`config.mk`:
```
export PLATFORM = sky130hd
export DESIGN_NAME = ascii_time_entry
export DESIGN_NICKNAME = d
export VERILOG_FILES = /design/src/rtl/ascii_time_entry.sv
export SDC_FILE = /design/constraint.sdc
export NUM_CORES = 1
export LEC_CHECK = 0
export CORE_UTILIZATION = 45
export CTS_CLUSTER_SIZE = 28
export DETAILED_ROUTE_END_ITERATION = 12
export PLACE_DENSITY = 0.76
export SYNTH_ARGS = -nofsm -noshare
export SYNTH_HDL_FRONTEND = slang
export SYNTH_SLANG_ARGS = --single-unit
export TNS_END_PERCENT = 50
```
`constraint.sdc`:
```
create_clock -name i_clk -period 2.3 [get_ports i_clk]
set_input_delay 0.575 -clock i_clk [delete_from_list [all_inputs] [get_ports i_clk]]
set_output_delay 0.575 -clock i_clk [all_outputs]
set_load 0.01 [all_outputs]
```
`src/rtl/ascii_time_entry.sv`:
```
// ASCII character stream to validated 24-hour HH:MM:SS BCD time entry.
// Digits fill an edit buffer; Enter commits a full, range-checked buffer.
module ascii_time_entry #(
  parameter logic [7:0] ENTER_CHAR  = 8'h0D,
  parameter logic [7:0] BKSP_CHAR   = 8'h08,
  parameter logic [7:0] CANCEL_CHAR = 8'h1B
) (
  input  logic        i_clk,
  input  logic        i_rst,
  input  logic [7:0]  i_ascii_data,
  input  logic        i_ascii_valid,
  output logic [23:0] o_edit_bcd,
  output logic [2:0]  o_cursor,
  output logic [23:0] o_time_bcd,
  output logic        o_set_pulse,
  output logic        o_err
);

  typedef enum logic [1:0] {StEmpty, StEntry, StFull} state_e;

  state_e           r_state;
  state_e           w_state_d;
  logic [5:0][3:0]  r_dig;
  logic [5:0][3:0]  w_dig_d;
  logic [2:0]       r_cursor;
  logic [2:0]       w_cursor_d;
  logic [23:0]      r_time;
  logic [23:0]      w_time_d;
  logic             r_commit;
  logic             w_commit_d;
  logic             r_set_pulse;
  logic             r_err;
  logic             w_err_d;

  logic             w_is_digit;
  logic             w_is_ignore;
  logic [3:0]       w_digit;
  logic             w_in_range;

  assign w_digit     = i_ascii_data[3:0];
  assign w_is_digit  = (i_ascii_data >= 8'h30) && (i_ascii_data <= 8'h39);
  assign w_is_ignore = (i_ascii_data == 8'h3A) || (i_ascii_data == 8'h20);

  // Per-position limit; digit element 5 holds the hours tens.
  always_comb begin
    w_in_range = 1'b0;
    case (r_cursor)
      3'd0:    w_in_range = (w_digit <= 4'd2);
      3'd1:    w_in_range = (r_dig[5] == 4'd2) ? (w_digit <= 4'd3) : 1'b1;
      3'd2:    w_in_range = (w_digit <= 4'd5);
      3'd3:    w_in_range = 1'b1;
      3'd4:    w_in_range = (w_digit <= 4'd5);
      3'd5:    w_in_range = 1'b1;
      default: w_in_range = 1'b0;
    endcase
  end

  // State register together with the buffered datapath.
  always_ff @(posedge i_clk) begin
    if (i_rst) begin
      r_state     <= StEmpty;
      r_dig       <= '0;
      r_cursor    <= 3'd0;
      r_time      <= 24'h000000;
      r_commit    <= 1'b0;
      r_set_pulse <= 1'b0;
      r_err       <= 1'b0;
    end else begin
      r_state     <= w_state_d;
      r_dig       <= w_dig_d;
      r_cursor    <= w_cursor_d;
      r_time      <= w_time_d;
      r_commit    <= w_commit_d;
      r_set_pulse <= r_commit;
      r_err       <= w_err_d;
    end
  end

  // Next-state and datapath decode of one incoming character.
  always_comb begin
    w_dig_d    = r_dig;
    w_cursor_d = r_cursor;
    w_time_d   = r_time;
    w_commit_d = 1'b0;
    w_err_d    = 1'b0;
    if (i_ascii_valid) begin
      if (w_is_digit) begin
        if (r_state == StFull || !w_in_range) begin
          w_err_d = 1'b1;
        end else begin
          w_dig_d[3'd5 - r_cursor] = w_digit;
          w_cursor_d               = r_cursor + 3'd1;
        end
      end else if (i_ascii_data == ENTER_CHAR) begin
        if (r_state == StFull) begin
          w_time_d   = r_dig;
          w_dig_d    = '0;
          w_cursor_d = 3'd0;
          w_commit_d = 1'b1;
        end else begin
          w_err_d = 1'b1;
        end
      end else if (i_ascii_data == BKSP_CHAR) begin
        if (r_cursor != 3'd0) begin
          w_dig_d[3'd6 - r_cursor] = 4'd0;
          w_cursor_d               = r_cursor - 3'd1;
        end
      end else if (i_ascii_data == CANCEL_CHAR) begin
        w_dig_d    = '0;
        w_cursor_d = 3'd0;
      end else if (!w_is_ignore) begin
        w_err_d = 1'b1;
      end
    end

    if (w_cursor_d == 3'd0) begin
      w_state_d = StEmpty;
    end else if (w_cursor_d == 3'd6) begin
      w_state_d = StFull;
    end else begin
      w_state_d = StEntry;
    end
  end

  always_comb begin
    o_edit_bcd  = r_dig;
    o_cursor    = r_cursor;
    o_time_bcd  = r_time;
    o_set_pulse = r_set_pulse;
    o_err       = r_err;
  end

endmodule

```
======== Word-level counts from Yosys, hierarchy flattened ========
Index checks and enable logic that the tools add are counted.
cells by class
  add/subtract/negate cells ............... 4
  $mul .................................... 0
  div/mod/pow operators ................... 0
  $lt $le $gt $ge ......................... 9
  equality and inequality tests ........... 16
  shift-type cells ........................ 0
  mux-type cells .......................... 31
  bitwise operators ....................... 5
  reductions and logical operators ........ 17
operators by type and width
  operator               number
  $mux W24               7
  $and A24 B24 Y24       1
  $bwmux W24             1
  $demux W4 S3           2
  $mux W3                8
  $not A24 Y24           1
  $eq A8 B4 Y1 const B   2
  $eq A8 B6 Y1 const B   2
  $eq A3 B3 Y1 const B   3
  $mux W1                9
  $eq A8 B5 Y1 const B   1
  $ge A8 B6 Y1 const B   1
  $le A4 B2 Y1 const B   2
  $le A8 B6 Y1 const B   1
  $lt A3 B4 Y1 const B   2
  $mux W4                2
  $reduce_or A2 Y1       4
  $eq A3 B2 Y1 const B   2
  $ge A3 B1 Y1 const B   2
  $logic_not A3 Y1       2
  $sub A3 B3 Y3 const A  2
  $reduce_and A5 Y1      1
  $eq A4 B2 Y1 const B   1
  $le A4 B3 Y1 const B   1
  other kinds (17)       22
storage, ports and cells
  register bits after elaboration ......... 56
  bits in latches ......................... 0
  bits in writable memories ............... 0
  memory bits (read-only) ................. 0
  input port bits ......................... 11
  word-level logic and storage cells ...... 94
  memories ................................ 0

======== Longest topological paths before layout ========
Gate-level depths: netlist of run 1.
  depth in word-level cells ............... 11
  gate-level depth with buffers ........... 10
  gate-level depth less buffers ........... 9

======== Worst setup path after synthesis of run 1 ========
No wires, ideal clock.
  path kind ............................... flip-flop to flip-flop
  start point ............................. register r_cursor[0], in the netlist o_cursor[0]
  end point ............................... register r_state[1]
  setup time .............................. 0.087 ns
  arrival time ............................ 2.535 ns
  required time ........................... 2.213 ns
  slack ................................... -0.322 ns
  cell stages (with the launch flop) ...... 11
  buffers on the path ..................... 2
  period minus slack after synthesis ...... 2.622 ns
  cell sequence ........................... dfxtp_1 -> buf_6 -> inv_1 -> ha_1 -> mux2_2 -> a32o_1 -> o31a_1 -> buf_6 -> a32o_1 -> or2_4 -> nor4b_4
between the ends
  cells in the longest elaborated chain, start to end .. 10
  elaborated cells between the ends (all ways) .. 26
  those cells by class .................... add/sub (2); eq/ne (6); mux (10); reduce/logical (8)
ends and longest elaborated chain
  what                                                     RTL line  text
  start: declaration                                       25        logic [2:0] r_cursor;
  start signal: assignment                                 71        r_cursor <= w_cursor_d;
  $eq A3 B3 Y1 / $eq A3 B2 Y1 (equally long branches)      47        case (r_cursor)
  $reduce_or A2 Y1 (no source line)                        -
  $pmux W1 S4                                              47
  $logic_not A1 Y1                                         88        if (r_state == StFull || !w_in_range) begin
  $logic_or A1 B1 Y1                                       88
  $mux W3                                                  88
  $mux W3                                                  87        if (w_is_digit) begin
  $mux W3 *                                                86        if (i_ascii_valid) begin
  $eq A3 B3 Y1 / $logic_not A3 Y1 (equally long branches)  118, 116
  $mux W2 / $reduce_or A2 Y1 (equally long branches)       -
  end signal: assignment                                   61        r_state <= StEmpty;
  end signal: assignment                                   69        r_state <= w_state_d;
  end: declaration                                         21        state_e r_state;
Every way passes the cells marked *; elsewhere a longest branch is shown, timed or not.
A chain may end at the register's enable or synchronous reset.

======== Final worst setup path of run 1 ========
  start point ............................. input port i_ascii_data[2]
  end point ............................... register r_state[1]
between the ends
  cells in the longest elaborated chain, start to end .. 10
  elaborated cells between the ends (all ways) .. 23
  those cells by class .................... order compare (5); eq/ne (4); mux (9); reduce/logical (5)
ends and longest elaborated chain
  what                                                     RTL line  text
  start: declaration                                       10        input logic [7:0] i_ascii_data,
  $le A4 B2 Y1                                             49        3'd1: w_in_range = (r_dig[5] == 4'd2) ? (w_digit <= 4'd3) : 1'b1;
  $mux W1                                                  49
  $pmux W1 S4                                              47
  $logic_not A1 Y1                                         88
  $logic_or A1 B1 Y1                                       88
  $mux W3                                                  88
  $mux W3 *                                                87
  $mux W3 *                                                86
  $eq A3 B3 Y1 / $logic_not A3 Y1 (equally long branches)  118, 116
  $mux W2 / $reduce_or A2 Y1 (equally long branches)       -
Marks and branches as above.

==> results.ini, run 1 <==
[sta]
fmax_mhz=425
max_slew_margin=0.595
period_needed_ns=2.35
setup_tns_ns=-0.0544
timing.final.crit_share=1.02
worst_clock_skew_ns=0.0121
setup_ws_ns=-0.0536
slew_viol_final=0
setup_violations=2
rsz0062_at_grt=true
tightest_slew_ns=0.603
finalHoldViolCount=0

[power]
pwr-share-comb=0.085
internal_power_mw=1.28
p_leak_nw=1.50
p_seq_frac=0.577
clockPowerShare=0.338
cellPowerDensity_nw_per_um2=420
p_switching_mw=0.397
sw_frac_of_total=0.237
ir_drop_mv=0.343

[routing]
wire_per_inst_um=15.3
vias_per_cell=5.54
drtIter0Drc=145
wl_um=7670
drt-pass1-iter-count=4
postRouteAntennaNets=0
drcViolationCount=0
vias=2776

[floorplan]
rows=27
die-area_um2=6280
core_area_um2=5640
die_x_um=79.2
io_pins=64
die_y_um=79.2
start_util=0.476

[final_layout]
syn_to_final_growth_pct=49.0
stdcell_count=501
diodes=0
nNetsFinal=447
mostFrequentLayoutCells=buf_4, clkdlybuf4s50_1, nand2_1
final_core_util=0.709
drive_gt1_frac=0.259
final_common_cell=buf_4

[setup_path]
reg2reg_slack_ns=-0.04
critPathRequiredTime_ns=2.52
crit_type=in2reg
cp_top_family=simple AND/OR/NAND/NOR gates
path_max_fanout=5
max_stage_delay_ns=0.53
cp_slowest_cell=or4_4
cp-end-kind=flip-flop
cp_num_buf_inv=1
start_kind=input port
worstPathCellList=clkdlybuf4s15_1 > and4b_1 > a22o_1 > or4_4 > o221a_4 > or2_4 > nor4b_4
cp.arrival_ns=2.58
rr_endpoint=r_state[1]$_SDFF_PP0_
reg2reg_depth=6
worstReg2RegStart=o_edit_bcd[22]$_SDFFE_PP0P_

[clock_network]
htreeDepth=2
cts_buffer_depth=2
clock_latency_ns=0.31
clkSinkCount=56
hold_buffers=0
cts_buffers=5
cts_tree=done
root_buffer=clkbuf_8
cts.reportedPaths.clkPinSlew_ns=0.09

[worst_hold_path]
hold_path.startpoint=r_commit$_SDFF_PP0_
hold_end=o_set_pulse$_SDFF_PP0_
whs_path_depth=1
hp-class=reg2reg

[yosys]
ys_ff_latch=56
synth_edf_count=0
ys_types=56
syn-cell-area_um2=2680
syn_inst=316
yosysWarningCount=0
synthArstFlopShare=0
ys.flop_type=dfxtp_1
yosys.area_share.simple=0.245
ys_seq_area_frac=0.418
synth_xor_area_frac=0.00653
synth-compound-area-share=0.232
synthAdderAreaFrac=0.0373
yosysTopAreaCell=dfxtp_1
netlist_top_cells_area=dfxtp_1, nand2_1, a32oi_1
syn_nets=335
syn_area_per_cell_um2=8.49
synth_top_area_frac=0.418
synthMuxAreaShare=0.00420
synth_top_family_by_area=simple AND/OR/NAND/NOR gates

[outcome]
violations=setup timing
outcome=complete, but fails checks

[run]
maxCapViolations=0

[placement]
dp_hpwl_um=5590
placed_cells=485
gp_congestion=0.856
portBuffers=63

[global_routing]
grtUsageTotal=0.251
overflow=0
grt_pass1_vias=2612
grt_max_degree=43
grt_pass1_wl_um=12500
grt_antenna_before_repair=0

-- cell usage after synthesis, types with 3 or more instances --
library cell,n
a21oi_1,33
a32oi_1,20
buf_2,5
buf_6,4
clkbuf_1,14
dfxtp_1,56
ha_1,8
inv_1,7
nand2_1,53
nand3_1,8
nor2_1,29
nor3_1,12
o211ai_1,6
o21ai_0,6
o22a_1,3
or3_1,4
-- through the flow --
stage	area (µm²)	hold WS, ns	setup WS, ns	power (mW)
floorplan	2700	0.414	-0.120	1.06
finish	4000	0.451	-0.0536	1.68
global route	4000	0.470	-0.0799	1.74
global placement	3760	0.422	-0.613	1.13
CTS	3950	0.452	0.00129	1.68
detailed placement	3760	0.429	-0.668	1.13
-- cell type report --
type / instances / area (µm²)
clock inverters: 2 / 13.8
repair buffers: 129 / 1160
flip-flops and latches: 56 / 1130
fillers: 451 / 1640
multi-input cells: 229 / 1500
clock buffers: 6 / 82.6
inverters: 7 / 28.8
well taps: 72 / 90.1
-- how the worst max path moves through the flow --
stage	slack, ns	to	startpoint	cells past startpoint
floorplan	-0.12	r_state[0]$_SDFF_PP0_	i_ascii_data[5]	7
global placement	-0.61	r_state[0]$_SDFF_PP0_	i_ascii_data[0]	8
detailed placement	-0.67	r_state[1]$_SDFF_PP0_	i_ascii_data[7]	7
CTS	0.001	r_state[1]$_SDFF_PP0_	i_ascii_data[7]	7
global route	-0.08	o_edit_bcd[5]$_SDFFE_PP0P_	i_ascii_data[1]	11
finish	-0.05	r_state[1]$_SDFF_PP0_	i_ascii_data[2]	7
-- cells by family after synthesis --
kind of cell             after synthesis
AND/OR/NAND/NOR                      129
AO/OA/AOI/OAI                         89
flip-flops                            56
buffers and inverters                 31
adder cells (fa/ha/maj)                8
XOR/XNOR                               2
multiplexers                           1
-- metal layers --
layer | routed length (µm) | GRT usage | share of wire | up-vias
li1 | - | - | - | 1375
met1 | 3500 | 0.330 | 0.46 | 1318
met2 | 3760 | 0.430 | 0.49 | 73
met3 | 302 | 0.0345 | 0.039 | 10
met5 | 0 | 0 | 0 | -
met4 | 98 | 0.0655 | 0.013 | 0
-- flip-flops by register name, summed over array words and instances (netlist names) --
| signal | flops |
|---|---|
| r_state | 2 |
| o_cursor | 3 |
| o_set_pulse | 1 |
| r_commit | 1 |
| o_time_bcd | 24 |
| o_edit_bcd | 24 |
| o_err | 1 |
-- what timing repair did --
action | CTS | global route
pin swaps | 16 | 9
setup buffers | 4 | 4
resized for setup | 44 | 5
endpoints found under the setup margin | 54 | 24
gates cloned | 0 | 0
-- power by group through the flow --
stage               Combinational, mW  Clock [mW]  Sequential, mW
finish                          0.143       0.567           0.969
global route                    0.152       0.620           0.969
floorplan                      0.0623           0           0.993
global placement                0.136           0           0.992
CTS                             0.138       0.575           0.969
detailed placement              0.136           0           0.992
Note: power is estimated with default switching activity, not from simulation.
==> run 2: changes to the inputs <==
==> constraint.sdc (replaced) <==
create_clock -name i_clk -period 2.3 [get_ports i_clk]
set_input_delay 0.575 -clock i_clk [delete_from_list [all_inputs] [get_ports i_clk]]
set_output_delay 0.575 -clock i_clk [all_outputs]
set_load 0.005 [all_outputs]
==> run 2 against run 1 <==
Compared with the run above:
- the flow still finishes with violations (setup timing)
- register-to-register slack about the same
- sequential share of layout area decreased by 1.7 points
- clock-buffer cell count unchanged
- critical path depth increased by 2
- fmax increased by 0.56%
- first-iteration DRC count increased by 46%
- hold slack improved by 0.0027 ns
- cell area increased by 6.2%
- clock power increased by 20%
- sequential cell count unchanged
- die area unchanged
- largest power group unchanged
==> results.ini, run 2 (same netlist as run 1, synthesis figures left out) <==
[final_layout]
drive_gt1_frac=0.323
mostFrequentLayoutCells=buf_4, clkdlybuf4s50_1, nand2_1
nFillCells=407
final_common_cell=buf_4
syn_to_final_growth_pct=58.3
final_cell_area_um2=4250
diodes=0
nNetsFinal=458

[sta]
setup_ws_ns=-0.0406
tightest_slew_ns=0.623
finalHoldViolCount=0
rsz0062_at_grt=true
worst_clock_skew_ns=0.0111
setup_tns_ns=-0.0406
slew_viol_final=0
timing.final.crit_share=1.02
setup_violations=1
period_needed_ns=2.34
fmax_mhz=427
max_slew_margin=0.581

[setup_path]
critPathRequiredTime_ns=2.55
reg2reg_depth=9
path_max_fanout=4
cp-end-kind=flip-flop
start_kind=flip-flop
worstReg2RegStart=o_cursor[0]$_SDFF_PP0_
rr_endpoint=r_state[1]$_SDFF_PP0_
reg2reg_slack_ns=-0.04
crit_type=reg2reg
cp.arrival_ns=2.59
crit_start=o_cursor[0]$_SDFF_PP0_

[global_routing]
grt_pass1_vias=2626
grt_antenna_before_repair=0
overflow=0
grt_pass1_wl_um=13000
grt_max_degree=47
grtUsageTotal=0.265

[floorplan]
start_util=0.476
die-area_um2=6280
io_pins=64
die_y_um=79.2
core_area_um2=5640
die_x_um=79.2
rows=27

[clock_network]
cts_tree=done
htreeDepth=2
hold_buffers=0
root_buffer=clkbuf_8
cts_buffer_depth=2
clkSinkCount=56
cts.reportedPaths.clkPinSlew_ns=0.11
cts_buffers=5
clock_latency_ns=0.33

[outcome]
violations=setup timing
outcome=complete, but fails checks

[worst_hold_path]
whs_path_depth=2
hp-class=reg2reg
hold_end=o_time_bcd[2]$_SDFFE_PP0P_
hold_path.startpoint=o_time_bcd[2]$_SDFFE_PP0P_

[power]
ir_drop_mv=0.296
cellPowerDensity_nw_per_um2=424
p_leak_nw=1.57
power_mw=1.80

[placement]
gp_congestion=0.944
dp_hpwl_um=5700
place_area_um2=3810
portBuffers=63

[routing]
postRouteAntennaNets=0
drt-pass1-iter-count=4
drtIter0Drc=211
vias_per_cell=5.68
wl_um=8420
wire_per_inst_um=16.4
drcViolationCount=0
vias=2908

[run]
maxCapViolations=0

-- run 2: what timing repair did --
action	4_1_cts	5_1_grt
gates cloned	0	2
buffers inserted	6	5
setup endpoints to repair	55	27
pin swaps	18	18
gates resized for setup	47	33
-- run 2: worst max-delay path: stages, from the launching register on --
cell and delay, ns:
dfxtp_4 0.39, inv_4 0.05, ha_2 0.17, mux2_4 0.26
a32o_2 0.23, o31a_1 0.32, buf_6 0.14, a32o_2 0.24
or2_4 0.25, nor4b_4 0.20
-- run 2: final cells by class --
cell class,count,area (µm²),share of cell area
inverter,7,31.3,0.00736
tap,72,90.1,0.0212
clock buffer,6,72.6,0.0171
multi-input combinational,229,1630,0.384
timing repair buffer,140,1250,0.295
sequential,56,1130,0.266
clock inverter,2,38.8,0.00913
-- run 2: per-stage QoR --
| step | hold WS, ns | std cells | setup slack (ns) | utilization |
|---|---|---|---|---|
| floorplan | 0.414 | 316 | -0.120 | - |
| global placement | 0.417 | 491 | -0.702 | 0.675 |
| detailed placement | 0.442 | 491 | -0.718 | 0.675 |
| CTS | 0.456 | 505 | -0.0509 | 0.717 |
| global route | 0.469 | 512 | -0.0881 | 0.753 |
| finish | 0.454 | 512 | -0.0406 | 0.753 |
-- run 2: metal layers --
layer,wire length [µm],track usage
met3,486,0.0437
met1,3770,0.360
met2,4060,0.428
met5,0,0
met4,104,0.0818
-- run 2: where the power goes --
part	switching [mW]	internal, mW
combinational	0.0841	0.0693
sequential	0.000545	0.968
clock	0.350	0.330
-- run 2: worst max path at each step --
stage                                        to  slack (ns)  cells past startpoint
final                     r_state[1]$_SDFF_PP0_       -0.04                      9
after global routing      r_state[1]$_SDFF_PP0_       -0.09                      9
after CTS                 r_state[1]$_SDFF_PP0_       -0.05                      7
after detailed placement  r_state[0]$_SDFF_PP0_       -0.72                      7
after global placement    r_state[1]$_SDFF_PP0_       -0.70                     10
after floorplan           r_state[0]$_SDFF_PP0_       -0.12                      7
